File: src/rtl/truth_table_sweep_if.sv
// Bundle between the truth-table sweeper and the combinational function block it exercises:
// start handshake, stimulus x/y/w/z, sampled c/d/e, and the captured results.
interface truth_table_sweep_if;
   logic        start;
   logic        x, y, w, z;
   logic        c, d, e;
   logic [3:0]  idx;
   logic        busy;
   logic        done;
   logic [15:0] table_c, table_d, table_e;
   logic [4:0]  ones_c, ones_d, ones_e;

   // master is the sweeper; slave is the environment holding the function block and the requester
   modport master (
      input  start, c, d, e,
      output x, y, w, z, idx, busy, done,
      output table_c, table_d, table_e, ones_c, ones_d, ones_e
   );

   modport slave (
      output start, c, d, e,
      input  x, y, w, z, idx, busy, done,
      input  table_c, table_d, table_e, ones_c, ones_d, ones_e
   );
endinterface

File: src/rtl/truth_table_sweep.sv
// Walks {x,y,w,z} through 0..15, holding each combination SETTLE cycles, and captures c/d/e
// into 16-bit truth-table words plus per-function ones counts. SETTLE must lie in 1..15.
module truth_table_sweep #(
   parameter int unsigned SETTLE = 1
) (
   input logic               clk,
   input logic               rst_n,
   truth_table_sweep_if.master bus
);

   typedef enum logic [1:0] {IDLE, DRIVE, DONE} state_e;

   localparam logic [3:0] SETTLE_LAST = 4'(SETTLE - 1);

   state_e      state_q;
   logic [3:0]  idx_q;
   logic [3:0]  cnt_q;
   logic [3:0]  stim_q;
   logic        busy_q;
   logic        done_q;
   logic [15:0] tab_c_q, tab_d_q, tab_e_q;
   logic [4:0]  ones_c_q, ones_d_q, ones_e_q;

   logic [3:0]  idx_d;
   logic [3:0]  cnt_d;
   logic        sample_d;

   always_comb begin
      idx_d    = idx_q + 4'd1;
      cnt_d    = cnt_q + 4'd1;
      sample_d = (cnt_q == SETTLE_LAST);
   end

   // Leaving DRIVE at idx 15 preempts the increment, so idx never wraps.
   always_ff @(posedge clk or negedge rst_n) begin
      if (!rst_n) begin
         state_q  <= IDLE;
         idx_q    <= 4'd0;
         cnt_q    <= 4'd0;
         stim_q   <= 4'd0;
         busy_q   <= 1'b0;
         done_q   <= 1'b0;
         tab_c_q  <= 16'd0;
         tab_d_q  <= 16'd0;
         tab_e_q  <= 16'd0;
         ones_c_q <= 5'd0;
         ones_d_q <= 5'd0;
         ones_e_q <= 5'd0;
      end else begin
         case (state_q)
            IDLE, DONE: begin
               if (bus.start) begin
                  state_q  <= DRIVE;
                  idx_q    <= 4'd0;
                  cnt_q    <= 4'd0;
                  stim_q   <= 4'd0;
                  busy_q   <= 1'b1;
                  done_q   <= 1'b0;
                  tab_c_q  <= 16'd0;
                  tab_d_q  <= 16'd0;
                  tab_e_q  <= 16'd0;
                  ones_c_q <= 5'd0;
                  ones_d_q <= 5'd0;
                  ones_e_q <= 5'd0;
               end
            end
            DRIVE: begin
               if (sample_d) begin
                  tab_c_q[idx_q] <= bus.c;
                  tab_d_q[idx_q] <= bus.d;
                  tab_e_q[idx_q] <= bus.e;
                  ones_c_q       <= ones_c_q + {4'd0, bus.c};
                  ones_d_q       <= ones_d_q + {4'd0, bus.d};
                  ones_e_q       <= ones_e_q + {4'd0, bus.e};
                  cnt_q          <= 4'd0;
                  if (idx_q == 4'd15) begin
                     state_q <= DONE;
                     stim_q  <= 4'd0;
                     busy_q  <= 1'b0;
                     done_q  <= 1'b1;
                  end else begin
                     idx_q  <= idx_d;
                     stim_q <= idx_d;
                  end
               end else begin
                  cnt_q <= cnt_d;
               end
            end
            default: begin
               state_q <= IDLE;
               busy_q  <= 1'b0;
               done_q  <= 1'b0;
            end
         endcase
      end
   end

   assign bus.x       = stim_q[3];
   assign bus.y       = stim_q[2];
   assign bus.w       = stim_q[1];
   assign bus.z       = stim_q[0];
   assign bus.idx     = idx_q;
   assign bus.busy    = busy_q;
   assign bus.done    = done_q;
   assign bus.table_c = tab_c_q;
   assign bus.table_d = tab_d_q;
   assign bus.table_e = tab_e_q;
   assign bus.ones_c  = ones_c_q;
   assign bus.ones_d  = ones_d_q;
   assign bus.ones_e  = ones_e_q;

endmodule
File: src/flat_wrapper.sv
// flat-port wrapper written by rule: the top's interface ports become plain ports
module truth_table_sweep_flat 
#(
   parameter int unsigned SETTLE = 1
)
  (clk, rst_n, bus_start, bus_c, bus_d, bus_e, bus_x, bus_y, bus_w, bus_z, bus_idx, bus_busy, bus_done, bus_table_c, bus_table_d, bus_table_e, bus_ones_c, bus_ones_d, bus_ones_e);
  truth_table_sweep_if bus_i ();
  input logic clk;
  input logic rst_n;
  input wire logic [$bits(bus_i.start)-1:0] bus_start;
  input wire logic [$bits(bus_i.c)-1:0] bus_c;
  input wire logic [$bits(bus_i.d)-1:0] bus_d;
  input wire logic [$bits(bus_i.e)-1:0] bus_e;
  output wire logic [$bits(bus_i.x)-1:0] bus_x;
  output wire logic [$bits(bus_i.y)-1:0] bus_y;
  output wire logic [$bits(bus_i.w)-1:0] bus_w;
  output wire logic [$bits(bus_i.z)-1:0] bus_z;
  output wire logic [$bits(bus_i.idx)-1:0] bus_idx;
  output wire logic [$bits(bus_i.busy)-1:0] bus_busy;
  output wire logic [$bits(bus_i.done)-1:0] bus_done;
  output wire logic [$bits(bus_i.table_c)-1:0] bus_table_c;
  output wire logic [$bits(bus_i.table_d)-1:0] bus_table_d;
  output wire logic [$bits(bus_i.table_e)-1:0] bus_table_e;
  output wire logic [$bits(bus_i.ones_c)-1:0] bus_ones_c;
  output wire logic [$bits(bus_i.ones_d)-1:0] bus_ones_d;
  output wire logic [$bits(bus_i.ones_e)-1:0] bus_ones_e;
  assign bus_i.start = bus_start;
  assign bus_i.c = bus_c;
  assign bus_i.d = bus_d;
  assign bus_i.e = bus_e;
  assign bus_x = bus_i.x;
  assign bus_y = bus_i.y;
  assign bus_w = bus_i.w;
  assign bus_z = bus_i.z;
  assign bus_idx = bus_i.idx;
  assign bus_busy = bus_i.busy;
  assign bus_done = bus_i.done;
  assign bus_table_c = bus_i.table_c;
  assign bus_table_d = bus_i.table_d;
  assign bus_table_e = bus_i.table_e;
  assign bus_ones_c = bus_i.ones_c;
  assign bus_ones_d = bus_i.ones_d;
  assign bus_ones_e = bus_i.ones_e;
  truth_table_sweep #(.SETTLE(SETTLE)) u_core (.clk(clk), .rst_n(rst_n), .bus(bus_i));
endmodule
File: config.mk
export PLATFORM = sky130hd
export DESIGN_NAME = truth_table_sweep_flat
export DESIGN_NICKNAME = d
export VERILOG_FILES = /design/src/rtl/truth_table_sweep_if.sv /design/src/rtl/truth_table_sweep.sv /design/src/flat_wrapper.sv
export SDC_FILE = /design/constraint.sdc
export NUM_CORES = 1
export LEC_CHECK = 0
export ABC_AREA = 1
export CORE_MARGIN = 2
export CORE_UTILIZATION = 50
export DETAILED_ROUTE_END_ITERATION = 7
export GPL_TIMING_DRIVEN = 0
export PLACE_DENSITY = 0.78
export SLEW_MARGIN = 0
export SYNTH_ARGS = -nofsm -noshare
export SYNTH_HDL_FRONTEND = slang
export SYNTH_SLANG_ARGS = --single-unit
export TNS_END_PERCENT = 1
File: constraint.sdc
create_clock -name clk -period 4.1 [get_ports clk]
set_input_delay 0.82 -clock clk [delete_from_list [all_inputs] [get_ports clk]]
set_output_delay 0.82 -clock clk [all_outputs]
set_load 0.05 [all_outputs]
==> qor.csv <==
metric,value,unit
cts_hold_buffers,0,
clock_skew,0.01089,ns
crit_end,bus_ones_c[2],
synth.distinct_cells,19,
cts_tree,built,
wl_per_cell,13.80,microns
cts.path.max_buffers,2,
grt_pass1_wl,15480,microns
syn2layout_area_growth,31.92,%
crit_buf_inv,1,
antenna_found_initial,0,
place_ws,1.769,ns
syn_inst,463,
wl,9066,microns
gp_congestion,0.8237,
cts-resized-gates,0,
first_pass_iters,4,
cts_root_buf,clkbuf_8,
finalCritPeriodShare,60.87,%
fp.dieW,90.70,microns
r2r_cells,8,
rows,31,
max_stage_delay,0.85,ns
min_period,2.496,ns
syn-cell-area,3759,sq um
worstMarginPinSlew,0.5469,ns
mostFrequentLayoutCells,"229 x nand2_1, 78 x dfrtp_1, 77 x clkdlybuf4s50_1",
cp.arrival,1.68,ns
routed_via_density,5.033,
final_common_cell,nand2_1,
cp_num_cells,1,
finalSetupViolCount,0,
cts_inserted_buffers,9,
worstPathRequired,3.28,ns
hpwl,6587,microns
endpoint_kind,output port,
setup_ws,1.604,ns
track_usage,23.30,%
cpLargestDelayFamily,buffers and inverters,
synth_top_area_share,51.93,%
port_buffers,78,
drcViolationCount,0,
grt_max_degree,49,
cts.sinks,78,
fp.coreArea,7253,sq um
cp-start-kind,flop,
synth.largest_area_cell,dfrtp_1,
via_count,3307,
avgSynthCellArea,8.118,sq um
vdd_ir_drop_max,0.6783,mV
path_max_fanout,8,
clkTransAtPathRegs,0.08,ns
leakage,2.682,nW
outcome,"complete, no violations",
seq_area_frac_synth,51.93,%
final_nets,571,
overflow,0,
powerDensity,956.7,nW/um^2
path_class,reg2out,
ys_warn_count,0,
first_global_vias,3173,
clk_latency,0.35,ns
timing.fmax,0.4007,GHz
maxSlewViolCount,0,
worst_hold_slack,0.4022,ns
drtAntennaViolNets,0,
antenna_cells,0,
start_util,51.82,%
timing.rr.end,u_core.bus.ones_d[1],
io_pins,79,
r2r_slack,2.47,ns
grt_setup_unrepaired,false,
cap_violations,0,
die_h,90.70,microns
cp-startpoint,u_core.bus.ones_c[2],
max-slew-margin-rel,63.43,%
postCtsSetupBuffers,0,
synth_nets,481,
drt_iter0_drc,233,
cp_slowest_cell,clkdlybuf4s50_1,
power,4.744,mW
layout-drive-gt1-share,8.065,%
die-area,8226,sq um
hold_viol,0,
htree_num_levels,3,
ys_ff_latch,78,
crit_chain,clkdlybuf4s50_1,
yosys-top-cells-area,"dfrtp_1 52%, nand2_1 23%, nand3_1 7.2%, ha_1 4.0%, inv_1 3.6%",
hold_path_class,in2async,
r2r-start,u_core.cnt_q[0],
[cell type report]
cell class              count  area, sq um
repair buffers             79        805.8
clock inverters             5        128.9
clock buffers              11        141.4
flip-flops and latches     78         1952
multi-input cells         335         1569
plain buffers              13        98.84
inverters                  37        138.9
well taps                  99        123.9
fillers                   604         2295
[how the worst min path moves through the flow]
stage                           startpoint                      to  slack [ns]  cells past startpoint
floorplan                            rst_n         u_core.bus.busy        0.52                      0
global placement    u_core.bus.table_e[15]  u_core.bus.table_e[15]        0.46                      2
detailed placement  u_core.bus.table_c[13]  u_core.bus.table_c[13]        0.46                      2
CTS                                  rst_n    u_core.bus.ones_e[1]        0.41                      1
global route                         rst_n    u_core.bus.ones_e[1]        0.43                      1
finish                               rst_n    u_core.bus.ones_e[1]        0.40                      1
[per-layer routing]
metal  routed length, microns  GRT usage, %
met5                        0             0
met4                      158         8.846
met1                     4043         31.96
met2                     4385         37.62
met3                      479         3.339
[cells in the mapped netlist]
| master | instances |
|---|---|
| xor2_1 | 1 |
| nand2_1 | 229 |
| buf_2 | 7 |
| nand3_1 | 54 |
| xnor2_1 | 1 |
| buf_6 | 5 |
| inv_2 | 1 |
| dfrtp_1 | 78 |
| or2_2 | 4 |
| nand2_4 | 4 |
| nor2_1 | 2 |
| inv_1 | 36 |
| ha_1 | 12 |
| nor2_4 | 5 |
| buf_4 | 1 |
| o21ai_1 | 7 |
| o21ai_0 | 7 |
| nand3_4 | 1 |
| nand4_1 | 8 |
[per-stage QoR]
stage	utilization, %	setup TNS, ns	instances	cell area (sq um)
after floorplan	-	0	463	3759
final	68.36	0	657	4959
after CTS	68.36	0	657	4959
after global placement	64.29	-36.52	640	4663
after global routing	68.36	0	657	4959
after detailed placement	64.64	0	641	4688
[logic make-up after synthesis]
logic type	Yosys count	share of synthesized area [%]
flops	78	51.93
buf+inv	50	6.325
xor+xnor	2	0.4661
compound gates	14	1.864
simple gates	307	35.42
fa+ha+maj	12	3.995
[where the power goes]
group | total [mW] | internal [mW] | switching [mW]
clock | 0.768 | 0.485 | 0.282
sequential | 1.29 | 1.06 | 0.228
combinational | 2.68 | 0.831 | 1.85
total | 4.74 | 2.38 | 2.36
[state kept, by name, indices dropped and copies added (netlist names)]
| name | cells |
|---|---|
| u_core.bus.table_c | 16 |
| u_core.bus.table_d | 16 |
| u_core.bus.table_e | 16 |
| u_core.bus.ones_c | 5 |
| u_core.bus.ones_d | 5 |
| u_core.bus.ones_e | 5 |
| u_core.bus.idx | 4 |
| u_core.cnt_q | 4 |
| u_core.stim_q | 4 |
| u_core.bus.busy | 1 |
| u_core.bus.done | 1 |
| u_core.state_q | 1 |
(Power assumes the default switching activity.)
==> edit 1: new RTL, same flow settings <==
The 3 states of `state_e` get a one-hot encoding in 3 bits.
--- a/src/rtl/truth_table_sweep.sv
+++ b/src/rtl/truth_table_sweep.sv
@@ -10,3 +10,3 @@
 
-   typedef enum logic [1:0] {IDLE, DRIVE, DONE} state_e;
+   typedef enum logic [2:0] {IDLE = 3'b001, DRIVE = 3'b010, DONE = 3'b100} state_e;
 
Check against the original RTL: no difference found for any inputs over 10 cycles, from zero or initial values and one cycle with rst_n low; not proved beyond that.
==> edit 1 against the unedited design <==
Final area grew 0.71%; setup slack got worse by 0.021 ns; critical path depth did not move; wire length increased by 5.7%; sequential cell count rose by 1; synthesized area increased by 2.7%; critical path type unchanged; largest cell class unchanged.
Power is not compared: it rests on default switching activity, and its combinational part moved more than twofold at a synthesized area within 25%.
==> edit 1: results (changes against the unedited design) <==
Top Family by Delay on Critical Path buffers and inverters; fin area 0.00499 mm² (+0.71%); Area after DPL 0.00479 mm² (+2.3%); Post-Route Skew 0.0122 ns (+0.00136 ns); DR vias 3573 (+8.0%); Final WS setup 1.58 ns (-0.0215 ns); mux cell area share after synthesis 0 (unchanged); crit path max fanout 7 (-1); Clock Pin Slew Worst Setup and Hold Paths 0.08 ns (about the same); syn avg cell area 7.93 µm² (-2.3%); Distinct cells, synth 25 (+6); largest net degree at the start of global routing 63 (+29%); Filler Cells Inserted 645 (+6.8%); synth top area cells dfrtp_1, nand2_1, nand3_1; Compound-Gate Fraction of Synth Area 0.0224 (+0.00372); synth cell count leaders nand2_1, nand3_1, dfrtp_1; setup repair bufs after CTS 0 (unchanged); Seq/Total Area, Yosys 0.512 (-0.00699); static leakage 2.65 nW; xor/xnor share of the synthesized area 0.00227 (-0.00239); # nets final 595 (+4.2%); Post-DP HPWL 6.94 mm (+5.4%); maximum clock insertion buffer count 2 (unchanged); Worst EP arrival 1.70 ns (+0.02 ns); root buffer cell clkbuf_8; dpl cells 668 (+4.2%); Yosys Warn Count 0 (unchanged); net count after synthesis 505 (+5.0%); initial drt markers 282 (+21%); overall routing resource usage 0.240 (+0.00697); initial antenna violation count 0 (unchanged); layout cells sized above 1 0.0756 (-0.00504); Place WS 1.81 ns (+0.0371 ns); Layout Cells excl Fill 684 (+4.1%); peak supply drop 0.271 mV; Synth async-reset ratio 1.00 (unchanged); number of global-route vias before repair 3408 (+7.4%); Worst Hold Class in -> async; max incr delay on CP 0.87 ns (+0.02 ns); CP max-delay cell clkdlybuf4s50_1; final wirelength 9.58 mm (+5.7%); global-route wire length before repair 16.1 mm (+3.8%); Worst Tran Pin Value 0.527 ns (-0.0203 ns); outcome finished clean; TritonCTS buffer count 9 (unchanged); ANT cells 0 (unchanged); sw frac 0.446; post_cts resized 0 (unchanged); DR pass1 iterations 5 (+1); Top FF cell, synth dfrtp_1; Adder-Cell Fraction of Synth Area 0.0389 (-0.00106); H-Tree Depth 3 (unchanged); routability cong. 0.871 (+5.7%)
## edit 1: cell types whose count changed in the layout (fill, tap and decap cells not counted), sizes merged, moves of 2 or more
cell / delta
clkbuf: +2
or2: -4
o21ai: -3
o21bai: +2
nor2: +15
bufinv: -3
nand3: +26
buf: +3
a21oi: +2
nor3: +2
nand2: -24
clkinvlp: +3
## edit 1: layout make-up
cell class / count / share of cell area
clock buffers: 11 / 0.0283
flip-flops and latches: 79 / 0.396
well taps: 102 / 0.0256
repair buffers: 79 / 0.161
plain buffers: 18 / 0.0200
multi-input cells: 351 / 0.328
clock inverters: 5 / 0.0115
inverters: 39 / 0.0293
## edit 1: logic make-up (layout without fill, tap and decap cells)
group / Yosys count / count (layout)
compound gates: 16 / 16
xor+xnor: 1 / 1
fa+ha+maj: 12 / 12
buf+inv: 57 / 152
flops: 79 / 79
simple gates: 322 / 322
## edit 1: metal layers
layer	share of wire	GRT usage
met5	0	0
met3	0.053	0.0493
met4	0.018	0.0858
met1	0.46	0.332
met2	0.47	0.377
## edit 1: final timing paths
check,from,slack (ns),cells after the start,to
max reg2reg,u_core.bus.idx[0],2.33,8,u_core.stim_q[0]
max,u_core.bus.idx[1],1.58,1,bus_idx[1]
min reg2reg,u_core.bus.table_e[13],0.47,2,u_core.bus.table_e[13]
min,rst_n,0.32,1,u_core.bus.ones_d[4]
min in group clk,u_core.bus.table_e[13],0.47,2,u_core.bus.table_e[13]
max in group asynchronous,rst_n,3.18,2,u_core.state_q[0]
## edit 1: power by group through the flow
stage               combinational, mW  clock [mW]  sequential, mW
detailed placement               1.13           0           0.923
finish                           1.14       0.585           0.908
global placement                 1.11           0           0.919
CTS                              1.14       0.588           0.908
floorplan                       0.645           0            1.07
global route                     1.25       0.627           0.919
==> edit 2: new RTL, same flow settings <==
Made on the original files. Reset style: synchronous (`rst_n`), changed in one clocked block.
--- a/src/rtl/truth_table_sweep.sv
+++ b/src/rtl/truth_table_sweep.sv
@@ -34,3 +34,3 @@
    // Leaving DRIVE at idx 15 preempts the increment, so idx never wraps.
-   always_ff @(posedge clk or negedge rst_n) begin
+   always_ff @(posedge clk) begin
       if (!rst_n) begin
Function: differs if rst_n is asserted again (counterexample within 4 cycles, from zero or initial values and one cycle with rst_n low); with rst_n held inactive, the same outputs for 10 cycles.
==> edit 2 against the unedited design <==
Setup slack got worse by 0.013 ns; synthesized area fell by 4.0%; final area decreased by 4.6%; final cell count rose by 3.3%; core utilization grew 0.12 points; count of clock-buffer cells in the layout up 2; die area down 3.8%; wire length rose by 8.0%; first-iteration DRC count up 14%; sequential cell count unchanged.
Power is not compared: it rests on default switching activity, and its combinational part moved more than twofold at a synthesized area within 25%.
==> edit 2: results (changes against the unedited design) <==
Worst Tran Pin Value 0.560 ns (+0.0134 ns); net count after synthesis 507 (+5.4%); R2R cell count 6 (-2); crit path max fanout 7 (-1); Clock-cell share 0.0463 (-0.00821); final wirelength 9.79 mm (+8.0%); max incr delay on CP 0.86 ns; fraction of area in non-clock buffers 0.202 (+0.0191); synth cell count leaders nand2_1, nand3_1, dfxtp_1; number of global-route vias before repair 3315 (+4.5%); M3 GR Usage 0.0332 (-0.000148); Plain + repair buffers 107 (+16%); synth top area cells dfxtp_1, nand2_1, nand3_1; met2 Resource Use GR 0.408 (+0.0315); Die ar. 0.00791 mm² (-3.8%); Synth async-reset ratio 0 (-1.00); Worst Hold Class reg -> reg; Post-DP HPWL 7.10 mm (+7.7%); DR vias 3661 (+11%); routability cong. 0.894 (+8.5%); Compound-Gate Fraction of Synth Area 0.105 (+0.0867); Post-Syn Instances 489 (+5.6%); Distinct cells, synth 22 (+3); DR pass1 iterations 5 (+1); peak supply drop 0.235 mV; # nets final 596 (+4.4%); ANT cells 0 (unchanged); maximum clock insertion buffer count 2 (unchanged); comb_multi_in 340 (+1.5%); Post-Route Skew 0.00560 ns (-0.00529 ns); FF+latch area 0.00156 mm² (-20%); Top Family by Delay on Critical Path buffers and inverters; multi-input combinational area share 0.363 (+0.0468); xor/xnor share of the synthesized area 0.00728 (+0.00262); Comb pwr share 0.152; Area after DPL 0.00451 mm² (-3.8%); Seq/Total Area, Yosys 0.433 (-0.0867); global-route wire length before repair 15.8 mm (+1.8%); outcome finished clean; largest net degree at the start of global routing 13 (-73%); mux cell area share after synthesis 0 (unchanged); flip-flop and latch count 78 (unchanged); dpl cells 663 (+3.4%); initial drt markers 266 (+14%); met1 Use GR 0.350 (+0.0301); layout cells sized above 1 0.0892 (+0.00855); Adder-Cell Fraction of Synth Area 0.0416 (+0.00165); Filler Cells Inserted 606 (+0.33%); overall routing resource usage 0.255 (+0.0224); Non-CTS inverters 42 (+14%); layout clock buffer count 13 (+2); Layout Cells excl Fill 679 (+3.3%)
==> edit 2: routing by layer <==
metal	up-vias	wire length, µm
met5	-	0
met4	0	241
met3	20	624
met2	142	4590
met1	1714	4340
li1	1785	-
==> edit 2: final timing paths <==
| kind | from | to | slack (ns) |
|---|---|---|---|
| setup reg to reg | u_core.bus.idx[0] | u_core.bus.table_d[15] | 2.39 |
| hold reg to reg | u_core.bus.table_d[2] | u_core.bus.table_d[2] | 0.47 |
| setup / recovery | u_core.bus.idx[0] | bus_idx[0] | 1.59 |
| hold / removal | u_core.bus.table_d[2] | u_core.bus.table_d[2] | 0.47 |
==> edit 2: metrics by stage <==
stage / total power, mW / setup WS [ns]
after floorplan: 0.968 / 2.36
after global placement: 1.04 / 1.53
after detailed placement: 1.04 / 1.45
after CTS: 1.65 / 1.59
after global routing: 1.71 / 1.54
final: 1.65 / 1.59
